--- src/rtl/matrix3_window_sequencer_pkg.sv ---
// Shared types and default geometry for the 3x3 window sequencer.
// Widths are derived with addr_width() so a depth of 1 still yields a 1-bit bus.
package matrix3_seq_pkg;

  typedef enum logic [1:0] {
    IDLE  = 2'd0,
    WRITE = 2'd1,
    READ  = 2'd2
  } state_t;

  localparam int unsigned C_COLUMNS_DEF     = 32'd640;
  localparam int unsigned C_ROWS_DEF        = 32'd3;
  localparam int unsigned C_FRAME_LINES_DEF = 32'd480;
  localparam int unsigned C_PIXEL_DEPTH_DEF = 32'd8;

  function automatic int unsigned addr_width(input int unsigned depth);
    return (depth > 32'd1) ? $clog2(depth) : 32'd1;
  endfunction

  localparam int unsigned C_COLUMN_W = addr_width(C_COLUMNS_DEF);
  localparam int unsigned C_ROW_W    = addr_width(C_ROWS_DEF);
  localparam int unsigned C_LINE_W   = addr_width(C_FRAME_LINES_DEF);

endpackage

--- src/rtl/matrix3_window_sequencer_raster_counter.sv ---
// Raster position counters: column, frame line and circular buffer row.
// The buffer row restarts at 0 on every frame wrap and on a sync clear.
module raster_counter
  import matrix3_seq_pkg::*;
#(
  parameter int unsigned P_COLUMNS     = C_COLUMNS_DEF,
  parameter int unsigned P_ROWS        = C_ROWS_DEF,
  parameter int unsigned P_FRAME_LINES = C_FRAME_LINES_DEF
) (
  input  logic                                  clk,
  input  logic                                  rst,
  input  logic                                  sync_clear,
  input  logic                                  advance,
  output logic [addr_width(P_COLUMNS)-1:0]      col,
  output logic [addr_width(P_FRAME_LINES)-1:0]  line,
  output logic [addr_width(P_ROWS)-1:0]         wrow
);

  localparam int unsigned COL_W  = addr_width(P_COLUMNS);
  localparam int unsigned LINE_W = addr_width(P_FRAME_LINES);
  localparam int unsigned ROW_W  = addr_width(P_ROWS);

  logic [COL_W-1:0]  col_r;
  logic [LINE_W-1:0] line_r;
  logic [ROW_W-1:0]  wrow_r;

  // Counter state: sync clear wins, otherwise step once per advance
  always_ff @(posedge clk or posedge rst) begin
    if (rst) begin
      col_r  <= {COL_W{1'b0}};
      line_r <= {LINE_W{1'b0}};
      wrow_r <= {ROW_W{1'b0}};
    end else if (sync_clear) begin
      col_r  <= {COL_W{1'b0}};
      line_r <= {LINE_W{1'b0}};
      wrow_r <= {ROW_W{1'b0}};
    end else if (advance) begin
      if (col_r == COL_W'(P_COLUMNS - 32'd1)) begin
        col_r <= {COL_W{1'b0}};
        if (line_r == LINE_W'(P_FRAME_LINES - 32'd1)) begin
          line_r <= {LINE_W{1'b0}};
          wrow_r <= {ROW_W{1'b0}};
        end else begin
          line_r <= line_r + LINE_W'(1);
          wrow_r <= (wrow_r == ROW_W'(P_ROWS - 32'd1)) ? {ROW_W{1'b0}} : wrow_r + ROW_W'(1);
        end
      end else begin
        col_r <= col_r + COL_W'(1);
      end
    end else begin
      col_r <= col_r;
    end
  end

  assign col  = col_r;
  assign line = line_r;
  assign wrow = wrow_r;

endmodule

--- src/rtl/matrix3_window_sequencer.sv ---
// Sequences raster pixels into a 3-line buffer and requests one 3x3 window per interior pixel.
// Optional macro MATRIX3_SEQ_FRAME_DONE_EN adds O_FRAME_DONE on the last window of a frame.
module matrix3_window_sequencer
  import matrix3_seq_pkg::*;
#(
  parameter int unsigned P_COLUMNS     = C_COLUMNS_DEF,
  parameter int unsigned P_ROWS        = C_ROWS_DEF,
  parameter int unsigned P_FRAME_LINES = C_FRAME_LINES_DEF,
  parameter int unsigned P_PIXEL_DEPTH = C_PIXEL_DEPTH_DEF
) (
  input  logic                                 I_CLK,
  input  logic                                 I_RESET,
  input  logic [P_PIXEL_DEPTH-1:0]             I_PIXEL,
  input  logic                                 I_PIXEL_VALID,
  input  logic                                 I_FRAME_SYNC,
  output logic                                 O_PIXEL_READY,
  output logic [addr_width(P_COLUMNS)-1:0]     O_COLUMN,
  output logic [addr_width(P_ROWS)-1:0]        O_ROW,
  output logic [P_PIXEL_DEPTH-1:0]             O_PIXEL,
  output logic                                 O_WRITE_ENABLE,
  output logic                                 O_READ_ENABLE,
  output logic                                 O_MATRIX_VALID,
  output logic [addr_width(P_COLUMNS)-1:0]     O_CENTER_COLUMN,
  output logic [addr_width(P_FRAME_LINES)-1:0] O_CENTER_LINE
`ifdef MATRIX3_SEQ_FRAME_DONE_EN
  ,
  output logic                                 O_FRAME_DONE
`endif
);

  localparam int unsigned COL_W  = addr_width(P_COLUMNS);
  localparam int unsigned LINE_W = addr_width(P_FRAME_LINES);
  localparam int unsigned ROW_W  = addr_width(P_ROWS);

  state_t            state_r;
  logic [COL_W-1:0]  col_s;
  logic [LINE_W-1:0] line_s;
  logic [ROW_W-1:0]  wrow_s;
  logic              accept_s;
  logic              sync_clear_s;
  logic              advance_s;
  logic              window_s;
  logic [COL_W-1:0]  write_col_s;
  logic [ROW_W-1:0]  write_row_s;
  logic [ROW_W-1:0]  row_prev_s;

  raster_counter #(
    .P_COLUMNS     (P_COLUMNS),
    .P_ROWS        (P_ROWS),
    .P_FRAME_LINES (P_FRAME_LINES)
  ) u_raster_counter (
    .clk        (I_CLK),
    .rst        (I_RESET),
    .sync_clear (sync_clear_s),
    .advance    (advance_s),
    .col        (col_s),
    .line       (line_s),
    .wrow       (wrow_s)
  );

  // Handshake decode and address arithmetic; during WRITE the counters still hold the written position
  always_comb begin
    accept_s     = 1'b0;
    sync_clear_s = 1'b0;
    advance_s    = 1'b0;
    case (state_r)
      IDLE: begin
        accept_s     = I_PIXEL_VALID & O_PIXEL_READY;
        sync_clear_s = I_FRAME_SYNC;
      end
      WRITE:   advance_s = 1'b1;
      default: advance_s = 1'b0;
    endcase
    if (I_FRAME_SYNC) begin
      write_col_s = {COL_W{1'b0}};
      write_row_s = {ROW_W{1'b0}};
    end else begin
      write_col_s = col_s;
      write_row_s = wrow_s;
    end
    if (wrow_s == {ROW_W{1'b0}}) begin
      row_prev_s = ROW_W'(P_ROWS - 32'd1);
    end else begin
      row_prev_s = wrow_s - ROW_W'(1);
    end
    window_s = (line_s >= LINE_W'(2)) && (col_s >= COL_W'(2));
  end

  // Sequencer FSM with registered strobes, addresses and window tag
  always_ff @(posedge I_CLK or posedge I_RESET) begin
    if (I_RESET) begin
      state_r         <= IDLE;
      O_PIXEL_READY   <= 1'b1;
      O_COLUMN        <= {COL_W{1'b0}};
      O_ROW           <= {ROW_W{1'b0}};
      O_PIXEL         <= {P_PIXEL_DEPTH{1'b0}};
      O_WRITE_ENABLE  <= 1'b0;
      O_READ_ENABLE   <= 1'b0;
      O_MATRIX_VALID  <= 1'b0;
      O_CENTER_COLUMN <= {COL_W{1'b0}};
      O_CENTER_LINE   <= {LINE_W{1'b0}};
`ifdef MATRIX3_SEQ_FRAME_DONE_EN
      O_FRAME_DONE    <= 1'b0;
`endif
    end else begin
      O_MATRIX_VALID <= 1'b0;
`ifdef MATRIX3_SEQ_FRAME_DONE_EN
      O_FRAME_DONE   <= 1'b0;
`endif
      case (state_r)
        IDLE: begin
          O_READ_ENABLE <= 1'b0;
          if (accept_s) begin
            O_PIXEL        <= I_PIXEL;
            O_COLUMN       <= write_col_s;
            O_ROW          <= write_row_s;
            O_WRITE_ENABLE <= 1'b1;
            O_PIXEL_READY  <= 1'b0;
            state_r        <= WRITE;
          end else begin
            O_WRITE_ENABLE <= 1'b0;
            O_PIXEL_READY  <= 1'b1;
          end
        end
        WRITE: begin
          O_WRITE_ENABLE <= 1'b0;
          if (window_s) begin
            O_READ_ENABLE   <= 1'b1;
            O_COLUMN        <= col_s - COL_W'(1);
            O_ROW           <= row_prev_s;
            O_CENTER_COLUMN <= col_s - COL_W'(1);
            O_CENTER_LINE   <= line_s - LINE_W'(1);
            O_PIXEL_READY   <= 1'b0;
            state_r         <= READ;
          end else begin
            O_PIXEL_READY <= 1'b1;
            state_r       <= IDLE;
          end
        end
        READ: begin
          O_READ_ENABLE  <= 1'b0;
          O_MATRIX_VALID <= 1'b1;
`ifdef MATRIX3_SEQ_FRAME_DONE_EN
          O_FRAME_DONE   <= (O_CENTER_COLUMN == COL_W'(P_COLUMNS - 32'd2)) &&
                            (O_CENTER_LINE == LINE_W'(P_FRAME_LINES - 32'd2));
`endif
          O_PIXEL_READY  <= 1'b1;
          state_r        <= IDLE;
        end
        default: begin
          O_WRITE_ENABLE <= 1'b0;
          O_READ_ENABLE  <= 1'b0;
          O_PIXEL_READY  <= 1'b1;
          state_r        <= IDLE;
        end
      endcase
    end
  end

endmodule

--- config.mk ---
export PLATFORM = sky130hd
export DESIGN_NAME = matrix3_window_sequencer
export DESIGN_NICKNAME = d
export VERILOG_FILES = /design/src/rtl/matrix3_window_sequencer_pkg.sv /design/src/rtl/matrix3_window_sequencer_raster_counter.sv /design/src/rtl/matrix3_window_sequencer.sv
export SDC_FILE = /design/constraint.sdc
export NUM_CORES = 1
export LEC_CHECK = 0
export CAP_MARGIN = 5
export CORE_MARGIN = 5
export CORE_UTILIZATION = 54
export CTS_CLUSTER_DIAMETER = 100
export CTS_CLUSTER_SIZE = 30
export DETAILED_ROUTE_END_ITERATION = 10
export PLACE_DENSITY_LB_ADDON = 0.2
export SETUP_SLACK_MARGIN = 0.3
export SLEW_MARGIN = 15
export SYNTH_ARGS = -nofsm -noshare
export SYNTH_HDL_FRONTEND = slang
export SYNTH_SLANG_ARGS = --single-unit
export TNS_END_PERCENT = 1
--- constraint.sdc ---
create_clock -name I_CLK -period 2.3 [get_ports I_CLK]
set_clock_uncertainty 0.05 [all_clocks]
set_input_delay 0.23 -clock I_CLK [delete_from_list [all_inputs] [get_ports I_CLK]]
set_output_delay 0.23 -clock I_CLK [all_outputs]
set_load 0.005 [all_outputs]
==> results.yml <==
outcome:
  outcome: "finished, final reports clean"
cells_and_area:
  num-nets-final: 409
  fin_util_pct: 71.1
  n_antenna_cell: 0
  drive_gt1_share_pct: 24.2
  synthToLayoutAreaGrowth_pct: 27.9
  fin_cells: 470
sta:
  max_freq_ghz: 0.513
  tightestPinTransition_ns: 0.546
  hold_violations: 0
  finalCritPeriodShare_pct: 84.8
  finalSetupViolations: 0
  fin_setup_tns_ns: 0
  max-slew-margin-rel_pct: 63.4
  slew_viol_final: 0
  post-route-min-period_ns: 1.95
  rsz0062_at_grt: "true"
synth:
  synthTopCellsByCount: "65 x dfrtp_1, 25 x mux2_2, 18 x inv_1, 18 x nand3_1, 17 x nand2_1"
  syn_area_um2: 3550
  synth_edf_count: 0
  synthTopCellsByArea: "dfrtp_1 46%, mux2_2 7.9%, ha_1 3.2%"
  synth_top_cell_area_share_pct: 45.8
  yosysTopAreaCell: "dfrtp_1"
  yosys.area_share.adder_pct: 3.17
  yosysSeqAreaShare_pct: 46.5
  synth_cell_types: 55
  ys_seq_elements: 66
  synth_xor_area_share_pct: 5.18
  postSynthAreaPerCell_um2: 11.0
  ys_warn_count: 0
  async_flop_share_pct: 100
  ys.flop_type: "dfrtp_1"
  yosys.area_share.simple_pct: 16.0
  synth_compound_area_share_pct: 9.58
  synth.area.mux_share_pct: 13.6
  synth_nets: 345
  synth_top_family_by_area: "simple AND/OR/NAND/NOR gates"
  netlist_instances: 324
  synth.most_common_cell: "dfrtp_1"
detailed_routing:
  drt_iter0_drc: 138
  ant_nets: 0
  top_layer_used: "met4"
  viasPerCell: 5.81
  wl_met2_um: 3950
  wl_um: 8080
  routed-wl-met3_um: 329
  drc: 0
  wl_per_cell_um: 17.2
  met1_length_um: 3640
  first_pass_iters: 4
  vias: 2731
floorplan:
  fp.dieH_um: 91.1
  core_um2: 6390
  start_util_pct: 55.6
  io_pins: 55
  rows: 29
  dieWidth_um: 91.1
  die-area_um2: 8300
power_and_ir_drop:
  p_per_area_nw_per_um2: 1280
  p_leak_nw: 2.06
  peakVddDrop_mv: 0.773
worst_setup_path:
  cp.required_ns: 2.48
  end_kind: "flop"
  r2r-end: "O_COLUMN[2]$_DFFE_PP0P_"
  reg2reg_slack_ns: 0.35
  worstReg2RegStart: "u_raster_counter.line[5]$_DFFE_PP0P_"
  rr_worst_depth: 5
  crit_type: "reg -> reg"
  start_kind: "flop"
  startpoint: "u_raster_counter.line[5]$_DFFE_PP0P_"
  worst-path-max-fanout: 7
  cp.arrival_ns: 2.13
clocking:
  clock_sinks: 66
  ctsLongestPathBuffers: 2
  cts_buffers: 9
  cts_root_buf: "clkbuf_8"
  htreeDepth: 3
  clk_pin_slew_ns: 0.08
  postCtsHoldBufs: 0
  clk-insertion-delay-late_ns: 0.35
  cts_tree: "built"
global_routing:
  antenna_found_initial: 0
  overflow: 0
  gr-usage-all-layers_pct: 19.7
  grt_pass1_vias: 2734
  grt_pass1_wl_um: 13400
  grt_max_degree: 38
placed_design:
  place_congestion: 0.855
  dp_cells: 450
  hpwl_um: 5590
  port_buffers: 54
job:
  cap_viol_max_count: 0
hold_path:
  hold_path.class: "in -> async"
## per-stage QoR
step           cell area, µm²  hold slack [ns]  worst slack, ns  power [mW]
3_3_place_gp             4210            0.411            0.191        4.46
3_5_place_dp             4210            0.419            0.148        4.51
4_1_cts                  4470           0.0560            0.296        5.75
2_1_floorplan            3550            0.332            0.334        3.39
5_1_grt                  4540           0.0528            0.254        6.17
6_report                 4540           0.0553            0.349        5.79
## critical path, stage by stage (launching register included)
cell	delay (ns)
dfrtp_1	0.46
nor3_1	0.40
nand3_2	0.19
a31oi_4	0.25
buf_6	0.16
mux2_2	0.33
## where the power goes
group	internal (mW)	switching [mW]
Clock	0.720	0.479
Sequential	1.60	0.314
Combinational	1.55	1.14
## cell type report
cell class                 instances  area, µm²
clock buffer                       9        124
clock inverter                     7        116
fill                             479       1840
inverter                          18       67.6
multi-input combinational        217       1740
sequential                        66       1660
tap                               77       96.3
timing repair buffer              76        738
## kinds of logic (layout without fill, tap and decap cells)
kind of cell | after synthesis | count (layout)
AND/OR/NAND/NOR | 98 | 98
flip-flops | 66 | 66
AO/OA/AOI/OAI | 47 | 47
multiplexers | 42 | 42
buffers and inverters | 41 | 110
XOR/XNOR | 21 | 21
adder cells (fa/ha/maj) | 9 | 9
## per-layer routing
metal,vias to the layer above,track usage (%)
met2,71,31.4
met4,0,8.19
met5,-,0
met1,1362,26.0
met3,18,4.21
li1,1280,-
## worst max-delay path by stage
stage,endpoint,cells after the start,slack (ns)
final,O_COLUMN[2]$_DFFE_PP0P_,5,0.35
after floorplan,O_COLUMN[0]$_DFFE_PP0P_,7,0.33
after global routing,O_COLUMN[3]$_DFFE_PP0P_,7,0.25
after detailed placement,O_COLUMN[1]$_DFFE_PP0P_,7,0.15
after CTS,O_CENTER_LINE[3]$_DFFE_PP0P_,7,0.30
after global placement,O_COLUMN[3]$_DFFE_PP0P_,7,0.19
## placed cells by master, fill, tap and decap left out, types with 4 or more instances in the layout
cell type,n
a21oi_1,10
and3_1,4
buf_4,18
clkbuf_8,9
clkdlybuf4s50_1,54
dfrtp_1,60
dfrtp_2,5
ha_1,9
inv_1,16
mux2_2,25
mux2_4,6
mux2i_1,9
nand2_1,17
nand2b_1,4
nand3_1,16
nand4_1,4
nor2_1,14
nor3_1,6
o211ai_1,6
o21ai_0,8
or3_1,6
xnor2_1,11
xor2_1,10
## repair_timing
action	in CTS	in global routing
setup buffers	0	4
gates cloned	0	0
pin swaps	0	2
endpoints found under the setup margin	27	34
resized for setup	4	14
## registers in the layout, indices dropped and copies added, names as in the netlist, 2 cells and up
name,count
O_ROW,2
state_r,2
u_raster_counter.col,10
O_CENTER_COLUMN,10
u_raster_counter.wrow,2
O_COLUMN,10
O_PIXEL,8
O_CENTER_LINE,9
u_raster_counter.line,9
No activity file was read; power rests on OpenSTA's default activity.
